===== src/rtl/sa_tile_ctrl_if.sv =====
// sa_tile_ctrl_if -- signal bundle between the tile sequencer, the command
// decoder, the global A/B/C buffers and the 4x4 systolic array.
//
//   command : start, m_tiles/k_tiles/n_tiles (in), busy/done (out)
//   A/B buf : a_addr/b_addr (out), a_data/b_data (in, 1-cycle read latency)
//   C buf   : c_wen/c_addr/c_data (out), c_data = {col0,col1,col2,col3}
//   array   : sa_rst_n, sa_a0..3, sa_b0..3 (out), sa_done, sa_c0..3 (in)
//
// modport master = sequencer side, modport slave = everything around it.
interface sa_tile_ctrl_if #(
    parameter int ADDR_BITS  = 16,
    parameter int DATA_BITS  = 32,
    parameter int DATAC_BITS = 128,
    parameter int DIM_BITS   = 8
);
    logic                  start;
    logic [DIM_BITS-1:0]   m_tiles, k_tiles, n_tiles;
    logic                  busy, done;
    logic [ADDR_BITS-1:0]  a_addr, b_addr, c_addr;
    logic [DATA_BITS-1:0]  a_data, b_data;
    logic                  c_wen;
    logic [DATAC_BITS-1:0] c_data;
    logic                  sa_rst_n, sa_done;
    logic [DATA_BITS-1:0]  sa_a0, sa_a1, sa_a2, sa_a3;
    logic [DATA_BITS-1:0]  sa_b0, sa_b1, sa_b2, sa_b3;
    logic [DATAC_BITS-1:0] sa_c0, sa_c1, sa_c2, sa_c3;

    modport master (
        input  start, m_tiles, k_tiles, n_tiles, a_data, b_data, sa_done,
               sa_c0, sa_c1, sa_c2, sa_c3,
        output busy, done, a_addr, b_addr, c_wen, c_addr, c_data, sa_rst_n,
               sa_a0, sa_a1, sa_a2, sa_a3, sa_b0, sa_b1, sa_b2, sa_b3
    );

    modport slave (
        output start, m_tiles, k_tiles, n_tiles, a_data, b_data, sa_done,
               sa_c0, sa_c1, sa_c2, sa_c3,
        input  busy, done, a_addr, b_addr, c_wen, c_addr, c_data, sa_rst_n,
               sa_a0, sa_a1, sa_a2, sa_a3, sa_b0, sa_b1, sa_b2, sa_b3
    );
endinterface


===== src/rtl/sa_tile_ctrl.sv =====
// sa_tile_ctrl -- tiled C = A x B sequencer for the 4x4 int8 systolic array.
// For each output tile (row-major over m,n) it walks k: fetch the A/B tile
// (4 words each), arm and run the array, add the 4x4 partial product into
// 32-bit accumulators, and after the last k writes the C tile as 4 rows.
//
// Ports:
//   clk, rst_n : clock, asynchronous active-low reset
//   sat_flag   : sticky accumulator-saturation flag (only with SA_ACC_SAT_EN)
//   bus        : sa_tile_ctrl_if.master (command, buffers, array)
//
// Build option: define SA_ACC_SAT_EN for signed saturating accumulation and
// the sat_flag output; otherwise accumulation wraps mod 2^32.
module sa_tile_ctrl #(
    parameter int ADDR_BITS  = 16,
    parameter int DATA_BITS  = 32,
    parameter int DATAC_BITS = 128,
    parameter int DIM_BITS   = 8
) (
    input  logic clk,
    input  logic rst_n,
`ifdef SA_ACC_SAT_EN
    output logic sat_flag,
`endif
    sa_tile_ctrl_if.master bus
);
    localparam int LANE = DATAC_BITS / 4;

    typedef enum logic [2:0] {IDLE, LOAD, ARM, RUN, ACC, WRITE, NEXT, FIN} state_t;
    state_t state, state_nx;

    logic [DIM_BITS-1:0]         mt_q, kt_q, nt_q, m_q, n_q, k_q;
    logic [2:0]                  cnt_q;       // LOAD 0..4, WRITE 0..3
    logic [3:0][DATA_BITS-1:0]   sa_a_q, sa_b_q;
    logic [3:0][DATAC_BITS-1:0]  acc_q, acc_sum; // rows laid out like sa_c
    logic [3:0][DATAC_BITS-1:0]  sa_c;
    logic [ADDR_BITS-1:0]        a_hold_q, b_hold_q;
    logic [ADDR_BITS-1:0]        a_base, b_base, c_base, a_cur, b_cur;
    logic [1:0]                  ld_j;
    logic                        start_ok, zero_dim, last_k, last_n, last_m;
`ifdef SA_ACC_SAT_EN
    logic                        ovf_any;
`endif

    assign sa_c     = {bus.sa_c3, bus.sa_c2, bus.sa_c1, bus.sa_c0};
    assign start_ok = (state == IDLE) && bus.start;
    assign zero_dim = (bus.m_tiles == '0) || (bus.k_tiles == '0) || (bus.n_tiles == '0);
    assign last_k   = (k_q + DIM_BITS'(1)) == kt_q;
    assign last_n   = (n_q + DIM_BITS'(1)) == nt_q;
    assign last_m   = (m_q + DIM_BITS'(1)) == mt_q;

    // Tile base addresses, truncated to the buffer address width.
    assign a_base = ADDR_BITS'(((32'(m_q) * 32'(kt_q)) + 32'(k_q)) << 2);
    assign b_base = ADDR_BITS'(((32'(k_q) * 32'(nt_q)) + 32'(n_q)) << 2);
    assign c_base = ADDR_BITS'(((32'(m_q) * 32'(nt_q)) + 32'(n_q)) << 2);

    // LOAD cycle 4 only captures the last word; keep presenting word 3.
    assign ld_j  = (cnt_q > 3'd3) ? 2'd3 : cnt_q[1:0];
    assign a_cur = a_base + ADDR_BITS'(ld_j);
    assign b_cur = b_base + ADDR_BITS'(ld_j);

    // Addresses hold their last fetched value outside LOAD.
    assign bus.a_addr   = (state == LOAD) ? a_cur : a_hold_q;
    assign bus.b_addr   = (state == LOAD) ? b_cur : b_hold_q;
    assign bus.busy     = (state != IDLE) && (state != FIN);
    assign bus.done     = (state == FIN);
    assign bus.sa_rst_n = (state == RUN);
    assign bus.c_wen    = (state == WRITE);
    assign bus.c_addr   = (state == WRITE) ? c_base + ADDR_BITS'(cnt_q[1:0]) : '0;
    assign bus.c_data   = (state == WRITE) ? acc_q[cnt_q[1:0]] : '0;
    assign bus.sa_a0 = sa_a_q[0];
    assign bus.sa_a1 = sa_a_q[1];
    assign bus.sa_a2 = sa_a_q[2];
    assign bus.sa_a3 = sa_a_q[3];
    assign bus.sa_b0 = sa_b_q[0];
    assign bus.sa_b1 = sa_b_q[1];
    assign bus.sa_b2 = sa_b_q[2];
    assign bus.sa_b3 = sa_b_q[3];

    // Lane-wise accumulate of the array result into the accumulator rows.
    always_comb begin
        logic [LANE-1:0] x, y, s;
        logic            ovf;
        acc_sum = acc_q;
        x = '0;
        y = '0;
        s = '0;
        ovf = 1'b0;
`ifdef SA_ACC_SAT_EN
        ovf_any = 1'b0;
`endif
        for (int r = 0; r < 4; r++) begin
            for (int l = 0; l < 4; l++) begin
                x   = acc_q[r][l*LANE +: LANE];
                y   = sa_c[r][l*LANE +: LANE];
                s   = x + y;
                ovf = (x[LANE-1] == y[LANE-1]) && (s[LANE-1] != x[LANE-1]);
`ifdef SA_ACC_SAT_EN
                if (ovf)
                    s = x[LANE-1] ? {1'b1, {(LANE-1){1'b0}}} : {1'b0, {(LANE-1){1'b1}}};
                ovf_any = ovf_any | ovf;
`endif
                acc_sum[r][l*LANE +: LANE] = s;
            end
        end
    end

    always_ff @(posedge clk or negedge rst_n) begin
        if (!rst_n) state <= IDLE;
        else        state <= state_nx;
    end

    always_comb begin
        state_nx = state;
        case (state)
            IDLE:  if (bus.start) state_nx = zero_dim ? FIN : LOAD;
            LOAD:  if (cnt_q == 3'd4) state_nx = ARM;
            ARM:   state_nx = RUN;
            RUN:   if (bus.sa_done) state_nx = ACC;
            ACC:   state_nx = last_k ? WRITE : LOAD;
            WRITE: if (cnt_q == 3'd3) state_nx = NEXT;
            NEXT:  state_nx = (last_m && last_n) ? FIN : LOAD;
            FIN:   state_nx = IDLE;
            default: state_nx = IDLE;
        endcase
    end

    always_ff @(posedge clk or negedge rst_n) begin
        if (!rst_n) begin
            mt_q     <= '0;
            kt_q     <= '0;
            nt_q     <= '0;
            m_q      <= '0;
            n_q      <= '0;
            k_q      <= '0;
            cnt_q    <= '0;
            sa_a_q   <= '0;
            sa_b_q   <= '0;
            acc_q    <= '0;
            a_hold_q <= '0;
            b_hold_q <= '0;
`ifdef SA_ACC_SAT_EN
            sat_flag <= 1'b0;
`endif
        end else begin
            case (state)
                IDLE: if (start_ok) begin
                    mt_q  <= bus.m_tiles;
                    kt_q  <= bus.k_tiles;
                    nt_q  <= bus.n_tiles;
                    m_q   <= '0;
                    n_q   <= '0;
                    k_q   <= '0;
                    cnt_q <= '0;
                    acc_q <= '0;
`ifdef SA_ACC_SAT_EN
                    sat_flag <= 1'b0;
`endif
                end
                LOAD: begin
                    a_hold_q <= a_cur;
                    b_hold_q <= b_cur;
                    // Word j returns one cycle after its address: cnt 1..4 -> j 0..3.
                    if (cnt_q != 3'd0) begin
                        sa_a_q[cnt_q[1:0] - 2'd1] <= bus.a_data;
                        sa_b_q[cnt_q[1:0] - 2'd1] <= bus.b_data;
                    end
                    cnt_q <= (cnt_q == 3'd4) ? 3'd0 : cnt_q + 3'd1;
                end
                ACC: begin
                    acc_q <= acc_sum;
                    if (!last_k) k_q <= k_q + DIM_BITS'(1);
`ifdef SA_ACC_SAT_EN
                    if (ovf_any) sat_flag <= 1'b1;
`endif
                end
                WRITE: cnt_q <= (cnt_q == 3'd3) ? 3'd0 : cnt_q + 3'd1;
                NEXT: begin
                    acc_q <= '0;
                    k_q   <= '0;
                    if (last_n) begin
                        n_q <= '0;
                        m_q <= m_q + DIM_BITS'(1);
                    end else begin
                        n_q <= n_q + DIM_BITS'(1);
                    end
                end
                default: ;
            endcase
        end
    end
endmodule


===== src/flat_wrapper.sv =====
// flat-port wrapper written by rule: the top's interface ports become plain ports
module sa_tile_ctrl_flat 
#(
    parameter int ADDR_BITS  = 16,
    parameter int DATA_BITS  = 32,
    parameter int DATAC_BITS = 128,
    parameter int DIM_BITS   = 8
)
  (clk, rst_n, bus_start, bus_m_tiles, bus_k_tiles, bus_n_tiles, bus_a_data, bus_b_data, bus_sa_done, bus_sa_c0, bus_sa_c1, bus_sa_c2, bus_sa_c3, bus_busy, bus_done, bus_a_addr, bus_b_addr, bus_c_wen, bus_c_addr, bus_c_data, bus_sa_rst_n, bus_sa_a0, bus_sa_a1, bus_sa_a2, bus_sa_a3, bus_sa_b0, bus_sa_b1, bus_sa_b2, bus_sa_b3);
  sa_tile_ctrl_if #(.ADDR_BITS(ADDR_BITS), .DATA_BITS(DATA_BITS), .DATAC_BITS(DATAC_BITS), .DIM_BITS(DIM_BITS)) bus_i ();
  input  logic clk;
  input  logic rst_n;
  input wire logic [$bits(bus_i.start)-1:0] bus_start;
  input wire logic [$bits(bus_i.m_tiles)-1:0] bus_m_tiles;
  input wire logic [$bits(bus_i.k_tiles)-1:0] bus_k_tiles;
  input wire logic [$bits(bus_i.n_tiles)-1:0] bus_n_tiles;
  input wire logic [$bits(bus_i.a_data)-1:0] bus_a_data;
  input wire logic [$bits(bus_i.b_data)-1:0] bus_b_data;
  input wire logic [$bits(bus_i.sa_done)-1:0] bus_sa_done;
  input wire logic [$bits(bus_i.sa_c0)-1:0] bus_sa_c0;
  input wire logic [$bits(bus_i.sa_c1)-1:0] bus_sa_c1;
  input wire logic [$bits(bus_i.sa_c2)-1:0] bus_sa_c2;
  input wire logic [$bits(bus_i.sa_c3)-1:0] bus_sa_c3;
  output wire logic [$bits(bus_i.busy)-1:0] bus_busy;
  output wire logic [$bits(bus_i.done)-1:0] bus_done;
  output wire logic [$bits(bus_i.a_addr)-1:0] bus_a_addr;
  output wire logic [$bits(bus_i.b_addr)-1:0] bus_b_addr;
  output wire logic [$bits(bus_i.c_wen)-1:0] bus_c_wen;
  output wire logic [$bits(bus_i.c_addr)-1:0] bus_c_addr;
  output wire logic [$bits(bus_i.c_data)-1:0] bus_c_data;
  output wire logic [$bits(bus_i.sa_rst_n)-1:0] bus_sa_rst_n;
  output wire logic [$bits(bus_i.sa_a0)-1:0] bus_sa_a0;
  output wire logic [$bits(bus_i.sa_a1)-1:0] bus_sa_a1;
  output wire logic [$bits(bus_i.sa_a2)-1:0] bus_sa_a2;
  output wire logic [$bits(bus_i.sa_a3)-1:0] bus_sa_a3;
  output wire logic [$bits(bus_i.sa_b0)-1:0] bus_sa_b0;
  output wire logic [$bits(bus_i.sa_b1)-1:0] bus_sa_b1;
  output wire logic [$bits(bus_i.sa_b2)-1:0] bus_sa_b2;
  output wire logic [$bits(bus_i.sa_b3)-1:0] bus_sa_b3;
  assign bus_i.start = bus_start;
  assign bus_i.m_tiles = bus_m_tiles;
  assign bus_i.k_tiles = bus_k_tiles;
  assign bus_i.n_tiles = bus_n_tiles;
  assign bus_i.a_data = bus_a_data;
  assign bus_i.b_data = bus_b_data;
  assign bus_i.sa_done = bus_sa_done;
  assign bus_i.sa_c0 = bus_sa_c0;
  assign bus_i.sa_c1 = bus_sa_c1;
  assign bus_i.sa_c2 = bus_sa_c2;
  assign bus_i.sa_c3 = bus_sa_c3;
  assign bus_busy = bus_i.busy;
  assign bus_done = bus_i.done;
  assign bus_a_addr = bus_i.a_addr;
  assign bus_b_addr = bus_i.b_addr;
  assign bus_c_wen = bus_i.c_wen;
  assign bus_c_addr = bus_i.c_addr;
  assign bus_c_data = bus_i.c_data;
  assign bus_sa_rst_n = bus_i.sa_rst_n;
  assign bus_sa_a0 = bus_i.sa_a0;
  assign bus_sa_a1 = bus_i.sa_a1;
  assign bus_sa_a2 = bus_i.sa_a2;
  assign bus_sa_a3 = bus_i.sa_a3;
  assign bus_sa_b0 = bus_i.sa_b0;
  assign bus_sa_b1 = bus_i.sa_b1;
  assign bus_sa_b2 = bus_i.sa_b2;
  assign bus_sa_b3 = bus_i.sa_b3;
  sa_tile_ctrl #(.ADDR_BITS(ADDR_BITS), .DATA_BITS(DATA_BITS), .DATAC_BITS(DATAC_BITS), .DIM_BITS(DIM_BITS)) u_core (.clk(clk), .rst_n(rst_n), .bus(bus_i));
endmodule

===== config.mk =====
export PLATFORM = sky130hd
export DESIGN_NAME = sa_tile_ctrl_flat
export DESIGN_NICKNAME = d
export VERILOG_FILES = /design/src/rtl/sa_tile_ctrl_if.sv /design/src/rtl/sa_tile_ctrl.sv /design/src/flat_wrapper.sv
export SDC_FILE = /design/constraint.sdc
export NUM_CORES = 2
export LEC_CHECK = 0
export BUFFER_PORTS_ARGS = -buffer_cell sky130_fd_sc_hd__buf_2
export CAP_MARGIN = 0
export CORE_AREA = 4 4 407 409
export CTS_CLUSTER_DIAMETER = 60
export DETAILED_ROUTE_END_ITERATION = 16
export DIE_AREA = 0 0 411 413
export PLACE_DENSITY_LB_ADDON = 0.15
export SYNTH_ARGS = -nofsm -noshare
export SYNTH_HDL_FRONTEND = slang
export SYNTH_SLANG_ARGS = --single-unit

===== constraint.sdc =====
create_clock -name clk -period 15.45 [get_ports clk]
set_input_delay 3.09 -clock clk [delete_from_list [all_inputs] [get_ports clk]]
set_output_delay 3.09 -clock clk [all_outputs]
set_load 0.005 [all_outputs]

==> qor.csv <==
stage,metric,value,unit
yosys,Post-Synthesis Cells,6832,
min_path,Worst Hold End,u_core.a_hold_q[4]$_DFF_PN0_,
cts,Post-CTS Hold Fix Bufs,0,
yosys,Syn Area/Cell,9.49,um^2
yosys,Post-synth EDFFs,0,
job,Max Cap Viol,0,
die,die width,411,um
cts,setup bufs post-CTS,0,
finish,Final Util,47.4,%
sta,Worst Tran Pin Value,1.20,ns
sta,max-slew violation count,0,
critical_path,r2r worst-path depth,21,
power_and_ir_drop,register share of total power,29.8,%
yosys,ys async rst share,100,%
cts,cts bufs inserted,130,
min_path,Hold Path Class,reg -> reg,
sta,Worst Skew,0.0402,ns
yosys,largest family of logic cells by synthesized area,compound AO/OA/AOI/OAI gates,
placed_design,dpl cells,9804,
sta,RSZ-0062 raised after global routing,false,
yosys,Synth Warn #,0,
sta,FMAX,109,MHz
power_and_ir_drop,clock network fraction of design power,23.9,%
yosys,Synth Area in XOR/XNOR,6.73,%
sta,Setup Viol. Count Final,0,
grt,vias in the first global route,55500,
grt,largest net degree at the start of global routing,194,
die,Ports,1040,
min_path,hold path start,u_core.a_hold_q[4]$_DFF_PN0_,
die,die area,170000,um^2
critical_path,CP startpoint kind,register,
grt,met3 Use GR,6.34,%
cts,TritonCTS clock tree,built,
critical_path,Worst R2R Start,u_core.m_q[3]$_DFFE_PN0P_,
route,Detail Route Antenna Nets,0,
cts,insertion delay to the later sink of the worst-skew pair,0.78,ns
yosys,synth top area cells,"dfrtp_1 (33%), ha_1 (11%), o21ai_0 (4.9%), nand2_1 (4.9%), fa_1 (4.5%)",
power_and_ir_drop,combinational share of power,46.3,%
die,core area,162000,um^2
critical_path,crit-path max FO,21,
cts,clk sinks,854,
cts,post-CTS sizing,0,
status,status,completed,
power_and_ir_drop,Int Power,7.68,mW
grt,initial antenna violation count,112,
min_path,cell count of the worst hold path,2,
placed_design,Port Buf Inserts,1039,
yosys,Post-Synthesis Cell Area,64900,um^2
route,vias,56200,
grt,Tot GR Track Use,26.6,%
die,Initial Util,40.0,%
yosys,cell taking the most area after synthesis,dfrtp_1,
sta,Hold Fails Final Rpt,0,
critical_path,R2R Setup Slk,10.21,ns
yosys,top cell type's share of synthesized area,33.0,%
yosys,Yosys reg bits,854,
finish,fraction of layout instances using a drive strength above 1,22.2,%
grt,met2 usage,41.9,%
power_and_ir_drop,Static Leak,38.9,nW
grt,total gr overflow,0,
power_and_ir_drop,switching portion of total power,41.0,%
route,Routed WL per cell,23.0,um
cts,Max Buffers Root-to-Sink,3,
yosys,post-synthesis mux area share,9.03,%
route,Post-Route WL,233000,um
power_and_ir_drop,worst vdd ir,0.115,mV
cts,"Reg clk slew, reported paths",0.05,ns
yosys,count of unique library cells instantiated by Yosys,89,
yosys,Post-Synth Simple-Gate Area,13.1,%
route,Vias per Instance,5.56,
critical_path,reg2reg end,u_core.a_hold_q[15]$_DFF_PN0_,
critical_path,CP Capture Type,output pin,
sta,Final Cycle Share,59.3,%
power_and_ir_drop,P_sw,5.34,mW
finish,# nets final,9103,
grt,GR peak layer,met2,
sta,post-route minimum period,9.16,ns
cts,htree depth,4,
route,1st-pass router iterations,6,
yosys,register area share after synthesis,33.0,%
placed_design,post-DP HPWL,180000,um
placed_design,RePlAce Congestion,0.928,
yosys,Mapped Nets,8174,
critical_path,Critical Path AT,6.07,ns
grt,first-pass GRT wire length,346000,um
cts,CTS root buf,clkbuf_16,
yosys,Synth Area in Adders,15.9,%
power_and_ir_drop,pwr dens,170,nW/um^2
critical_path,WP data required,12.36,ns
route,DR DRC count,0,
grt,met1 usage,34.9,%
yosys,most used flip-flop cell after synthesis,dfrtp_1,
die,Die Ht,413,um
finish,Finished Layout Cells,10100,
critical_path,WS Path Type,reg -> out,
sta,worst rel slew slack,20.3,%
sta,Fin Setup TNS,0,ns
die,FP Rows,148,
finish,Area Overhead vs Synth,18.4,%
route,drt initial violations,4321,
yosys,compound-cell area share of the yosys netlist,18.7,%
power groups by stage:
stage	sequential, mW	clock, mW	combinational [mW]
after floorplan	3.54	0	4.34
after global placement	3.87	0	5.94
after detailed placement	3.90	0	6.01
after CTS	3.87	3.18	6.04
after global routing	3.98	3.27	6.69
final	3.88	3.11	6.03
worst max-delay path: stages (launching register included):
cell,delay (ns)
dfrtp_1,0.87
nand2_1,0.16
fa_1,0.54
inv_1,0.04
ha_1,0.26
ha_1,0.28
inv_1,0.05
fa_1,0.47
inv_1,0.04
ha_1,0.20
fa_1,0.46
a21oi_1,0.16
nor2_1,0.05
nor2_1,0.16
o21bai_1,0.09
a21oi_1,0.24
o21bai_1,0.11
a21oi_1,0.27
o21bai_1,0.09
a21oi_1,0.17
xnor2_1,0.09
o21ai_0,0.28
buf_2,0.18
worst max-delay path by stage:
stage,slack [ns],end,cells past startpoint,start
2_1_floorplan,7.75,bus_b_addr[15],22,u_core.nt_q[0]$_DFFE_PN0P_
3_3_place_gp,7.19,bus_a_addr[15],22,u_core.m_q[3]$_DFFE_PN0P_
3_5_place_dp,7.13,bus_a_addr[15],22,u_core.m_q[3]$_DFFE_PN0P_
4_1_cts,6.25,bus_a_addr[15],22,u_core.m_q[3]$_DFFE_PN0P_
5_1_grt,5.88,bus_a_addr[15],22,u_core.m_q[3]$_DFFE_PN0P_
6_report,6.29,bus_a_addr[15],22,u_core.m_q[3]$_DFFE_PN0P_
cell usage in the layout, fill, tap and decap left out, types with 221 or more instances in the layout:
cell type	synthesis	final
a21o_1	276	276
o21ai_0	632	632
xor2_1	221	221
buf_2	4	1038
dfrtp_1	854	851
mux2_2	257	257
xnor2_1	277	277
a21oi_1	421	421
nand2_1	841	837
inv_1	335	335
ha_1	593	593
nor2_1	247	245
flip-flops by register name, indices dropped and copies added, names as in the netlist, 32 cells and up:
register          flops
u_core.acc_q        512
u_core.bus.sa_a0     32
u_core.bus.sa_a1     32
u_core.bus.sa_a2     32
u_core.bus.sa_a3     32
u_core.bus.sa_b0     32
u_core.bus.sa_b1     32
u_core.bus.sa_b2     32
u_core.bus.sa_b3     32
stage by stage:
| step | setup slack (ns) | total power [mW] | area (um^2) | hold slack (ns) |
|---|---|---|---|---|
| floorplan | 7.75 | 7.88 | 64900 | 0.444 |
| global placement | 7.19 | 9.81 | 72100 | 0.452 |
| detailed placement | 7.13 | 9.91 | 72100 | 0.455 |
| CTS | 6.25 | 13.1 | 76600 | 0.468 |
| global route | 5.88 | 13.9 | 76700 | 0.496 |
| finish | 6.29 | 13.0 | 76800 | 0.462 |
synth_stat cells, types with 13 or more instances:
| cell type | number |
|---|---|
| o21ai_1 | 23 |
| a32o_1 | 23 |
| and2_1 | 154 |
| o21ai_0 | 632 |
| nor4_1 | 13 |
| and3_1 | 188 |
| o211ai_1 | 28 |
| a22o_1 | 51 |
| mux4_2 | 128 |
| a21oi_1 | 421 |
| dfrtp_1 | 854 |
| nand2_1 | 841 |
| nand2b_1 | 63 |
| nand3_1 | 82 |
| ha_1 | 593 |
| o31ai_1 | 43 |
| fa_1 | 145 |
| clkbuf_1 | 239 |
| xor2_1 | 221 |
| inv_1 | 335 |
| buf_1 | 38 |
| nor3_1 | 65 |
| or3_1 | 26 |
| mux2_2 | 257 |
| a21o_1 | 276 |
| nor2_1 | 247 |
| a31oi_1 | 57 |
| nand4_1 | 31 |
| a211o_1 | 13 |
| o21a_1 | 60 |
| xnor2_1 | 277 |
| o21bai_1 | 93 |
| nor2b_1 | 48 |
| a211oi_1 | 36 |
| or2_2 | 22 |
routing by layer:
layer | share of wire (%) | wire, um | vias to the layer above
met5 | 0.13 | 310 | -
met1 | 42 | 98400 | 27400
met3 | 7.5 | 17400 | 446
li1 | - | - | 26500
met4 | 4.1 | 9560 | 46
met2 | 46 | 107000 | 1799
logic make-up after synthesis:
family / count (synthesis)
AND/OR/NAND/NOR: 1814
XOR/XNOR: 498
adder cells (fa/ha/maj): 738
buffers and inverters: 617
AO/OA/AOI/OAI: 1918
multiplexers: 393
flip-flops: 854
layout make-up:
cell class | instances | area [um^2]
Clock buffer | 174 | 3610
Multi-Input combinational cell | 5361 | 41200
Sequential cell | 854 | 21400
Clock inverter | 59 | 893
Fill cell | 15500 | 85200
Timing Repair Buffer | 1079 | 5560
Inverter | 335 | 1260
Tap cell | 2175 | 2720
Antenna cell | 66 | 165
Power figures use the tool's default switching activity.
